--- config.mk ---
export PLATFORM = sky130hd
export DESIGN_NAME = mul8_seq_sched
export DESIGN_NICKNAME = d
export VERILOG_FILES = /design/src/rtl/mul8_seq_sched.sv
export SDC_FILE = /design/constraint.sdc
export NUM_CORES = 1
export LEC_CHECK = 0
export BUFFER_PORTS_ARGS = -buffer_cell sky130_fd_sc_hd__buf_4
export CAP_MARGIN = 20
export CORE_UTILIZATION = 40
export CTS_BUF_LIST = sky130_fd_sc_hd__clkbuf_4 sky130_fd_sc_hd__clkbuf_8
export CTS_CLUSTER_SIZE = 40
export DETAILED_ROUTE_END_ITERATION = 8
export PLACE_DENSITY = 0.69
export SYNTH_ARGS = -nofsm -noshare
export SYNTH_HDL_FRONTEND = slang
export SYNTH_SLANG_ARGS = --single-unit
--- constraint.sdc ---
create_clock -name clk -period 8 [get_ports clk]
set_input_delay 0.4 -clock clk [delete_from_list [all_inputs] [get_ports clk]]
set_output_delay 0.4 -clock clk [all_outputs]
set_load 0.1 [all_outputs]
--- src/rtl/mul8_seq_sched.sv ---
`default_nettype none
// ============================================================================
// Module   : mul8_seq_sched
// Brief    : 8x8 multiply over one shared 4x4 core, nibble steps LL,LH,HL,HH.
// Revision : 1.0 - initial release
// ============================================================================
module mul8_seq_sched #(
    parameter bit TRUNC_LL = 1'b0
) (
    input  logic        clk,
    input  logic        rst_n,
    input  logic        in_valid,
    output logic        in_ready,
    input  logic [7:0]  a,
    input  logic [7:0]  b,
    output logic [3:0]  mul_a,
    output logic [3:0]  mul_b,
    output logic        mul_en,
    input  logic [7:0]  mul_prod,
    output logic        out_valid,
    input  logic        out_ready,
    output logic [15:0] prod16,
    output logic        busy
);

    typedef enum logic [2:0] {
        IDLE = 3'd0,
        S_LL = 3'd1,
        S_LH = 3'd2,
        S_HL = 3'd3,
        S_HH = 3'd4,
        DONE = 3'd5
    } state_t;

    // The truncated variant drops the LL step entirely.
    localparam state_t c_first_step = TRUNC_LL ? S_LH : S_LL;

    state_t      r_state;
    state_t      w_state_nxt;
    logic [3:0]  r_al;
    logic [3:0]  r_ah;
    logic [3:0]  r_bl;
    logic [3:0]  r_bh;
    logic [15:0] r_acc;
    logic [15:0] w_addend;
    logic        w_accept;

    assign in_ready  = (r_state == IDLE) || ((r_state == DONE) && out_ready);
    assign w_accept  = in_valid && in_ready;
    assign out_valid = (r_state == DONE);
    assign busy      = (r_state != IDLE);
    assign prod16    = r_acc;

    always_ff @(posedge clk or negedge rst_n) begin
        if (!rst_n) begin
            r_state <= IDLE;
        end else begin
            r_state <= w_state_nxt;
        end
    end

    always_comb begin
        w_state_nxt = r_state;
        mul_a       = 4'h0;
        mul_b       = 4'h0;
        mul_en      = 1'b0;
        w_addend    = 16'h0000;
        case (r_state)
            IDLE: begin
                if (w_accept) w_state_nxt = c_first_step;
            end
            S_LL: begin
                mul_a       = r_al;
                mul_b       = r_bl;
                mul_en      = 1'b1;
                w_addend    = {8'h00, mul_prod};
                w_state_nxt = S_LH;
            end
            S_LH: begin
                mul_a       = r_al;
                mul_b       = r_bh;
                mul_en      = 1'b1;
                w_addend    = {4'h0, mul_prod, 4'h0};
                w_state_nxt = S_HL;
            end
            S_HL: begin
                mul_a       = r_ah;
                mul_b       = r_bl;
                mul_en      = 1'b1;
                w_addend    = {4'h0, mul_prod, 4'h0};
                w_state_nxt = S_HH;
            end
            S_HH: begin
                mul_a       = r_ah;
                mul_b       = r_bh;
                mul_en      = 1'b1;
                w_addend    = {mul_prod, 8'h00};
                w_state_nxt = DONE;
            end
            DONE: begin
                // Back-to-back accept overlaps the result handshake.
                if (out_ready) w_state_nxt = w_accept ? c_first_step : IDLE;
            end
            default: w_state_nxt = IDLE;
        endcase
    end

    // Sum wraps modulo 2^16; an approximate core may overflow the true product.
    always_ff @(posedge clk or negedge rst_n) begin
        if (!rst_n) begin
            r_al  <= 4'h0;
            r_ah  <= 4'h0;
            r_bl  <= 4'h0;
            r_bh  <= 4'h0;
            r_acc <= 16'h0000;
        end else if (w_accept) begin
            r_al  <= a[3:0];
            r_ah  <= a[7:4];
            r_bl  <= b[3:0];
            r_bh  <= b[7:4];
            r_acc <= 16'h0000;
        end else if (mul_en) begin
            r_acc <= r_acc + w_addend;
        end
    end

endmodule
`default_nettype wire

==> results of run 1 <==
==> cell usage after synthesis (3+ instances only) <==
cell      number
a32o_1         4
a22oi_1        9
a21o_1         9
ha_1          15
and2_1         4
nor2_1         9
a22o_1         4
mux2_2        19
o31ai_1        3
nor3_1         6
a211oi_1       4
a221oi_1       3
buf_2          9
a21oi_1       12
inv_1          5
o21ai_0       27
nor2b_1        6
dfrtp_1       35
nand2_1       29
clkbuf_1       5
xor2_1         4
o21a_1         3
xnor2_1        3
or3_1          5
and3_1         5
nand3_1       16
==> cells in the final DEF (no fill, tap or decap), types with 5 or more instances in the layout <==
master and n:
or3_1 5, nor2_1 9, a21oi_1 12, nand3_1 16, dfrtp_1 35, and3_1 5, a22oi_1 9, nand2_1 29
mux2_2 19, inv_1 5, clkbuf_8 6, nor2b_1 6, a21o_1 9, ha_1 15, o21ai_0 27, nor3_1 6
buf_4 55
==> sequential cells by signal, indices dropped and copies added, names as in the netlist <==
| register | count |
|---|---|
| prod16 | 16 |
| r_ah | 4 |
| r_al | 4 |
| r_bh | 4 |
| r_bl | 4 |
| r_state | 3 |
==> per-layer routing <==
metal | part of all wire, % | routed length, um | up-vias
met5 | 0 | 0 | -
met4 | 1.5 | 96 | 0
met3 | 7.1 | 466 | 11
met2 | 47 | 3090 | 81
met1 | 44 | 2910 | 1112
li1 | - | - | 1156
==> worst max-delay path: cells and delay by family (launching register included) <==
| family | cells | cell delay [ns] |
|---|---|---|
| compound gates | 5 | 1.18 |
| fa+ha+maj | 1 | 0.36 |
| flops | 1 | 0.82 |
| simple gates | 3 | 1.02 |
==> worst max path at each step <==
stage,slack [ns],end,depth (start not counted),startpoint
finish,4.52,prod16[14]$_DFFE_PN0P_,9,r_state[2]$_DFFE_PN0P_
CTS,4.53,prod16[14]$_DFFE_PN0P_,9,r_state[2]$_DFFE_PN0P_
detailed placement,4.56,prod16[14]$_DFFE_PN0P_,9,r_state[2]$_DFFE_PN0P_
global route,4.29,prod16[14]$_DFFE_PN0P_,9,r_state[2]$_DFFE_PN0P_
floorplan,4.28,mul_a[0],5,r_state[1]$_DFFE_PN0P_
global placement,4.62,prod16[14]$_DFFE_PN0P_,9,r_state[2]$_DFFE_PN0P_
==> layout make-up <==
cell class	count	area share (%)
sequential	35	28.1
multi-input combinational	229	51.7
clock inverter	2	0.522
inverter	6	0.723
timing repair buffer	55	13.2
tap	75	3.01
clock buffer	6	2.65
==> stage by stage <==
stage / util (%) / instance area (um2) / hold slack, ns
after CTS: 51.1 / 3120 / 0.0657
final: 51.1 / 3120 / 0.0396
after global routing: 51.1 / 3120 / 0.0789
after floorplan: - / 2590 / 0.104
after global placement: 49.5 / 3020 / 0.383
after detailed placement: 49.5 / 3020 / 0.389
==> kinds of logic after synthesis <==
group,after synthesis,synth area share (%)
fa+ha+maj,16,8.02
flops,35,33.8
simple gates,88,16.7
buf+inv,22,3.91
mux,21,9.08
xor+xnor,7,2.37
compound gates,97,26.1
==> impl_results.md, run 1 <==
* Run status: complete, no violations
* Worst EP required at 8.19 ns
* Worst reg2reg setup slack at 4.52 ns
* Synth Flop Type: dfrtp_1
* Total track usage at 21.2%
* Fmax at 287 MHz
* Fill cells at 574
* Routability cong. at 0.850
* Worst R2R Start: r_state[2]$_DFFE_PN0P_
* Rel. slew slack at 51.7%
* R2R cell count at 9
* CTS resizes at 0
* Crit path max fanout at 28
* Final std cells w/o fill at 408
* Postcts setup bufs at 0
* Core Area at 0.00610 mm2
* Slew of the pin with the lowest slew margin at 0.724 ns
* Clock root cell: clkbuf_8
* Clk Latency, worst-skew pair at 0.30 ns
* DP HPWL at 4790 um
* Placement Rows at 28
* Vias per Instance at 5.78
* Die H at 82.5 um
* Setup ws final at 4.52 ns
* Tcrit/Tclk final at 43.5%
* GRT met2 Usage at 34.0%
* Clock sink count at 35
* Minimum clock period at 3.48 ns
* Dpl cells at 400
* Storage cell area at 876 um2
* Post-route antenna net violation count at 0
* Drt first pass iters at 4
* # port buffers at 55
* CTS tree: done
* Layout cells sized above 1 at 28.2%
* Multi-input logic area at 0.00161 mm2
* Crit path kind: flip-flop to flip-flop
* HP Class: primary input to async pin
* Synth warn at 0
* Synth Register Bits at 35
* Grt met1 use at 28.0%
* R2r endpoint: prod16[14]$_DFFE_PN0P_
* Post-synthesis net count at 330
* Top area cells in the synthesized netlist: dfrtp_1, mux2_2, ha_1
* Area leader, netlist: dfrtp_1
* Final Hold Viols at 0
* Avg Inst Size Synth at 9.06 um2
* Slowest-stage cell, CP: dfrtp_1
* Final number of setup-violating endpoints at 0
* TNS Setup at 0 ns
* Final slew viol count at 0
* Worst Setup Start Kind: flip-flop
* Final net count at 376
* Die footprint at 0.00680 mm2
* Clock Path Buffers at 2
* Initial DRC Count at 120
* Area grow syn2layout at 20.3%
* Synthesized area at 0.00259 mm2
* Horiz. Die Dim at 82.5 um
* Worst Setup End Kind: flip-flop
* First-pass GRT wire length at 10800 um
* Met3 usage at 4.95%
* I/O pin count at 56
* Async S/R FF share, synth at 100%
* Sequential-to-total area share from yosys stat at 33.8%
* Place WS at 4.56 ns
* Skew final at 0.00282 ns
* Residual DRC count at 0
* Initial antenna violation count at 0
* EDFF count, synth at 0
* Vias in the first global route at 2160
* Critical-path cell list: nand2b_1 > nor2_1 > a22o_1 > ha_1 > a21oi_4 > o21ai_2 > a311o_1 > or3_1 > a32o_1
* Worst EP arrival at 3.68 ns
* Initial core utilization at 42.5%
* Routed wire length per instance at 16.1 um
* Max Cap Viol at 0
* DRT Wirelength at 6560 um
* Total congestion overflow at 0
* CP max stage delay at 0.82 ns
* Yosys cell types at 53
* Routed via count at 2360
* Cells after synthesis at 286
* Clock-pin transition on the worst setup and hold timing paths at 0.08 ns
* H-Tree Depth at 2
* Top cell type's share of synthesized area at 33.8%
* # diodes at 0
* Pin count of the biggest net entering global routing at 36
* GRT Max-Usage Layer: met2
* Hold buffer count at CTS at 0
* RSZ-0062 raised after global routing: false
* Total CTS buffers at 5
Power of run 1 is left out: the tool's default activity adds up to more than one toggle a clock period on the data nets, which glitch-free logic cannot reach.
==> run 2, diff against run 1 <==
ABC_AREA = 1   (was not set)
clock period = 3.6 ns   (was 8 ns; I/O delays follow)
==> run 2 against run 1 <==
Hold slack improved by 0.059 ns. Non-clock buffer count increased by 1. Synthesized cell count increased by 23%. Critical path type unchanged.
==> impl_results.md, run 2 <==
* Run status: complete, no violations
* Placement Rows at 28 (unchanged)
* Final slew viol count at 0 (unchanged)
* Max FFs per register at 16 (unchanged)
* Clock Path Buffers at 2 (unchanged)
* Synth warn at 0 (unchanged)
* Most instantiated library cell after synthesis: nand2_1
* Total congestion overflow at 0 (unchanged)
* EDFF count, synth at 0 (unchanged)
* DP HPWL at 4620 um (-3.6%)
* Fmax at 428 MHz (+49%)
* CTS resizes at 0 (unchanged)
* Most instantiated cells after synthesis: nand2_1, inv_1, dfrtp_1, nor2_1, nand3_1
* Post-route antenna net violation count at 0 (unchanged)
* Slowest-stage cell, CP: dfrtp_1
* Clk Latency, worst-skew pair at 0.29 ns (about the same)
* Synth Register Bits at 35 (unchanged)
* R2R cell count at 14 (+5)
* Top area cells in the synthesized netlist: dfrtp_1, nand2_1, inv_1
* Initial DRC Count at 121 (+0.83%)
* Die footprint at 0.00673 mm2 (-1.1%)
* Residual DRC count at 0 (unchanged)
* Routed wire length per instance at 12.1 um (-25%)
* Clock sink count at 35 (unchanged)
* Routed via count at 2407 (+2.0%)
* Routability cong. at 0.902 (+6.1%)
* Worst Setup Start Kind: flip-flop
* Tcrit/Tclk final at 64.9% (+21 points)
* Minimum clock period at 2.34 ns (-1.15 ns)
* HP Start: a[3]
* I/O pin count at 56 (unchanged)
* R2r endpoint: prod16[12]$_DFFE_PN0P_
* Rel. slew slack at 62.0% (+10 points)
* Area grow syn2layout at 22.3%
* Core Area at 0.00606 mm2 (-0.57%)
* Slew of the pin with the lowest slew margin at 0.568 ns (-0.156 ns)
* Worst EP required at 3.78 ns (-4.41 ns)
* Worst hold path endpoint: r_al[3]$_DFFE_PN0P_
* Horiz. Die Dim at 82.0 um (-0.54%)
* Avg Inst Size Synth at 7.30 um2 (-19%)
* Yosys cell types at 31 (-42%)
* Dpl cells at 478 (+20%)
* Initial core utilization at 42.3% (-0.23 points)
* Clock root cell: clkbuf_8
* Leading cell types in the layout, fill and taps excluded: nand2_1, inv_1, buf_4
* Crit path kind: flip-flop to flip-flop
* Total track usage at 19.7% (-1.5 points)
* HP Class: primary input to flip-flop
* # diodes at 0 (unchanged)
* Pin count of the biggest net entering global routing at 36 (unchanged)
* Synthesized area at 0.00256 mm2 (-1.1%)
* Max Cap Viol at 0 (unchanged)
* Layout cells sized above 1 at 21.2% (-7.1 points)
* Synth Flop Type: dfrtp_1
* Drt first pass iters at 4 (unchanged)
* Top cell type's share of synthesized area at 34.2% (+0.38 points)
* Final std cells w/o fill at 486 (+19%)
* Postcts setup bufs at 0 (unchanged)
* Total CTS buffers at 5 (unchanged)
* Vias per Instance at 4.95 (-14%)
* Final number of setup-violating endpoints at 0 (unchanged)
* Post-synthesis net count at 395 (+20%)
* Worst EP arrival at 2.51 ns (-1.17 ns)
* Async S/R FF share, synth at 100% (unchanged)
* TNS Setup at 0 ns (unchanged)
* Clock-pin transition on the worst setup and hold timing paths at 0.07 ns (about the same)
* Area leader, netlist: dfrtp_1
* Critical-path cell list: inv_2 > nand3_2 > nor2_1 > ha_1 > inv_1 > fa_1 > inv_1 > nand3_1 > nand3_1 > nand3_1 > nand3_1 > nand2_1 > nand3_1 > nand2_1
* Min Hold Slack at 0.0988 ns (+0.0593 ns)
* Cells after synthesis at 351 (+23%)
* Worst Setup End Kind: flip-flop
* CTS tree: done
* Worst R2R Start: r_state[2]$_DFFE_PN0P_
* Final net count at 455 (+21%)
* Final Hold Viols at 0 (unchanged)
* # port buffers at 55 (unchanged)
* First-pass GRT wire length at 9980 um (-7.3%)
* H-Tree Depth at 2 (unchanged)
* Skew final at 0.00976 ns (+0.00694 ns)
* CP max stage delay at 0.45 ns (-0.37 ns)
* Commonest non-fill, non-tap cell in the layout: nand2_1
* Crit-path most repeated cell: nand3_1
* RSZ-0062 raised after global routing: false
* Die H at 82.0 um (-0.54%)
* Sequential-to-total area share from yosys stat at 34.2% (+0.38 points)
* Vias in the first global route at 2289 (+6.0%)
* Initial antenna violation count at 0 (unchanged)
* Hold path depth at 2
* DRT Wirelength at 5860 um (-11%)
* Crit path max fanout at 10 (-64%)
* Worst reg2reg setup slack at 1.26 ns (-3.25 ns)
==> run 2: layer usage <==
| metal | wire length (um) | part of all wire [%] | global-route usage (%) | vias up |
|---|---|---|---|---|
| li1 | - | - | - | 1237 |
| met1 | 2690 | 46 | 25.4 | 1085 |
| met2 | 2690 | 46 | 31.8 | 75 |
| met3 | 387 | 6.6 | 4.44 | 10 |
| met4 | 93 | 1.6 | 7.89 | 0 |
| met5 | 0 | 0 | 0 | - |
==> run 2: how the worst max path moves through the flow <==
stage	startpoint	end	slack (ns)	cells after the start
global placement	r_state[2]$_DFFE_PN0P_	prod16[12]$_DFFE_PN0P_	1.37	14
CTS	r_state[2]$_DFFE_PN0P_	prod16[12]$_DFFE_PN0P_	1.26	14
floorplan	r_state[0]$_DFFE_PN0P_	mul_b[0]	0.41	5
global route	r_state[2]$_DFFE_PN0P_	prod16[12]$_DFFE_PN0P_	1.05	14
finish	r_state[2]$_DFFE_PN0P_	prod16[12]$_DFFE_PN0P_	1.26	14
detailed placement	r_state[2]$_DFFE_PN0P_	prod16[12]$_DFFE_PN0P_	1.29	14
==> run 2: layout make-up <==
| type | instances | area [um2] |
|---|---|---|
| Tap cell | 75 | 93.8 |
| Clock buffer | 6 | 82.6 |
| Clock inverter | 1 | 5.00 |
| Sequential cell | 35 | 876 |
| Inverter | 62 | 235 |
| Timing Repair Buffer | 56 | 423 |
| Multi-Input combinational cell | 251 | 1420 |
| Fill cell | 605 | 2930 |
==> run 2: critical path, delay by kind of cell, from the launching register on <==
family | cells | cell delay [ns]
adder cells (fa/ha/maj) | 2 | 0.57
AND/OR/NAND/NOR | 9 | 0.95
flip-flops | 1 | 0.45
buffers and inverters | 3 | 0.26
==> run 2: per-stage QoR <==
| step | setup WS (ns) | util, % | cell area [um2] |
|---|---|---|---|
| 2_1_floorplan | 0.412 | - | 2560 |
| 3_3_place_gp | 1.37 | 50.1 | 3030 |
| 3_5_place_dp | 1.29 | 50.1 | 3030 |
| 4_1_cts | 1.26 | 51.7 | 3130 |
| 5_1_grt | 1.05 | 51.7 | 3130 |
| 6_report | 1.26 | 51.7 | 3130 |
==> run 2: kinds of logic after synthesis <==
kind of cell | after synthesis | share of synthesized area [%]
AO/OA/AOI/OAI | 45 | 10.4
XOR/XNOR | 3 | 1.03
adder cells (fa/ha/maj) | 16 | 8.11
buffers and inverters | 65 | 10.5
flip-flops | 35 | 34.2
multiplexers | 12 | 6.74
AND/OR/NAND/NOR | 175 | 29.0
==> run 2: what timing repair did <==
item | in CTS | in global routing
endpoints found under the hold margin | 35 | 0
hold buffers | 1 | 0
endpoints found under the setup margin | 0 | 0
Power of run 2 is left out for the same reason.
==> run 3, diff against run 2 <==
ABC_AREA = 0   (was 1)
clock period = 2.2 ns   (was 3.6 ns; I/O delays follow)
==> run 3 against run 2 <==
The run now ends with negative setup slack left. Design area grew 31%. First-iteration DRC count grew 25%. Clock-buffer cell count fell by 1. Worst setup slack got worse by 1.6 ns. Cell count decreased by 1.9%. Global-route usage rose by 5.8 points. Sequential share of layout area shrank 6.3 points. Core utilization grew 15 points. Flip-flop and latch count unchanged.
==> impl_results.md, run 3 (synthesis results as in run 1) <==
* Setup ws final at -0.356 ns (-1.62 ns)
* Residual DRC count at 0 (unchanged)
* Initial DRC Count at 151 (+25%)
* Commonest non-fill, non-tap cell in the layout: buf_4
* RSZ-0062 raised after global routing: true
* Pin count of the biggest net entering global routing at 36 (unchanged)
* Clock root cell: clkbuf_8
* Vias per Instance at 5.71 (+15%)
* Storage cell area at 888 um2 (+1.4%)
* Die footprint at 0.00680 mm2 (+1.1%)
* Critical-path cell list: buf_4 > a22oi_2 > nor2_1 > ha_1 > a21o_1 > a31oi_4 > a2111oi_2 > or3_1 > a32o_1
* CTS tree: done
* Die H at 82.5 um (+0.54%)
* Total congestion overflow at 0 (unchanged)
* Fill cells at 496 (-18%)
* Met3 usage at 3.19% (-1.3 points)
* Leading cell types in the layout, fill and taps excluded: buf_4, nand2_1, dfrtp_1
* Worst EP arrival at 2.75 ns (+0.24 ns)
* Final number of setup-violating endpoints at 10 (+10)
* GRT met2 Usage at 43.7% (+12 points)
* Slew of the pin with the lowest slew margin at 0.477 ns (-0.0910 ns)
* Run status: finished with violations
* Rel. slew slack at 68.2% (+6.2 points)
* Clk Latency, worst-skew pair at 0.30 ns (about the same)
* Core Area at 0.00610 mm2 (+0.58%)
* Minimum clock period at 2.56 ns (+0.219 ns)
* CP max stage delay at 0.47 ns (+0.02 ns)
* GRT Max-Usage Layer: met2
* Clock-pin transition on the worst setup and hold timing paths at 0.08 ns (about the same)
* Horiz. Die Dim at 82.5 um (+0.54%)
* Initial core utilization at 42.5% (+0.23 points)
* Max FFs per register at 16 (unchanged)
* Initial antenna violation count at 0 (unchanged)
* HP Class: primary input to flip-flop
* # diodes at 0 (unchanged)
* Total track usage at 25.5% (+5.8 points)
* Routed wire length per instance at 17.9 um (+48%)
* Routability cong. at 0.883 (-2.2%)
* Worst EP required at 2.39 ns (-1.39 ns)
* Area grow syn2layout at 58.1%
* Fin util at 67.2% (+15 points)
* H-Tree Depth at 2 (unchanged)
* Clock Path Buffers at 2 (unchanged)
* Crit path kind: flip-flop to flip-flop
* Post-route antenna net violation count at 0 (unchanged)
* Top delay family on crit path: compound AO/OA/AOI/OAI gates
* Max Cap Viol at 0 (unchanged)
* Multi-input logic area at 0.00200 mm2 (+42%)
* Crit path max fanout at 6 (-4)
* DRT Wirelength at 8520 um (+45%)
* Skew final at 0.00740 ns (-0.00236 ns)
* Total CTS buffers at 5 (unchanged)
* Clock sink count at 35 (unchanged)
* # port buffers at 55 (unchanged)
* Final Hold Viols at 0 (unchanged)
* Placement Rows at 28 (unchanged)
* Worst Setup Start Kind: flip-flop
* Slowest-stage cell, CP: dfrtp_2
* Final net count at 446 (-2.0%)
* Vias in the first global route at 2687 (+17%)
* Layout cells sized above 1 at 57.0% (+36 points)
* I/O pin count at 56 (unchanged)
* First-pass GRT wire length at 12900 um (+29%)
* Drt first pass iters at 4 (unchanged)
* DP HPWL at 5770 um (+25%)
* Fmax at 391 MHz (-8.5%)
* Tcrit/Tclk final at 116% (+51 points)
* Grt met1 use at 32.2% (+6.8 points)
* Final slew viol count at 0 (unchanged)
* WP buf/inv at 1 (-2)
* Worst Setup End Kind: flip-flop
* Failing checks: negative setup slack
* Routed via count at 2726 (+13%)
==> run 3: changes by cell type in the layout (fill, tap and decap cells not counted), sizes merged, moves of 8 or more <==
cell / before / now
a21o: 0 / 9
a22oi: 0 / 9
buf: 55 / 124
inv: 62 / 6
mux2: 12 / 20
nand2: 120 / 30
nor2: 25 / 9
o21ai: 16 / 29
o22ai: 9 / 0
==> run 3: path summary, 6_finish.rpt <==
path                                        start                      to  slack [ns]  cells after the start
min in group asynchronous                   rst_n     r_ah[1]$_DFFE_PN0P_        0.31                      2
min reg2reg                   r_bh[0]$_DFFE_PN0P_     r_bh[0]$_DFFE_PN0P_        0.51                      1
min                                          a[3]     r_al[3]$_DFFE_PN0P_        0.03                      2
max in group asynchronous                   rst_n  prod16[10]$_DFFE_PN0P_        1.53                      2
max reg2reg                r_state[1]$_DFFE_PN0P_  prod16[13]$_DFFE_PN0P_       -0.36                      9
max                        r_state[1]$_DFFE_PN0P_  prod16[13]$_DFFE_PN0P_       -0.36                      9
==> run 3: layout make-up <==
type | instances | area share (%)
clock inverters | 2 | 0.917
clock buffers | 5 | 1.68
multi-input cells | 229 | 49.0
well taps | 75 | 2.29
repair buffers | 125 | 23.9
inverters | 6 | 0.550
flip-flops and latches | 35 | 21.7
==> run 3: per-stage QoR <==
stage	hold WS, ns	instances	cell area [um2]	setup slack, ns	TNS [ns]
after floorplan	-0.186	286	2780	-0.353	-2.32
after global placement	0.0941	457	3590	-0.413	-2.67
after detailed placement	0.101	457	3590	-0.468	-2.97
after CTS	0.0282	471	3920	-0.308	-2.15
after global routing	0.0334	477	4090	-0.472	-3.81
final	0.0327	477	4090	-0.356	-2.73
==> run 3: routing by layer <==
layer,routed length [um],up-vias
li1,-,1306
met1,3670,1338
met2,4370,69
met3,316,13
met4,157,0
met5,0,-
==> run 3: what timing repair did <==
item	4_1_cts	5_1_grt
setup endpoints to repair	11	14
hold buffers	1	0
buffers inserted	6	6
hold endpoints to repair	35	0
resized for setup	36	28
pin swaps	20	8
Power of run 3 is left out for the same reason.
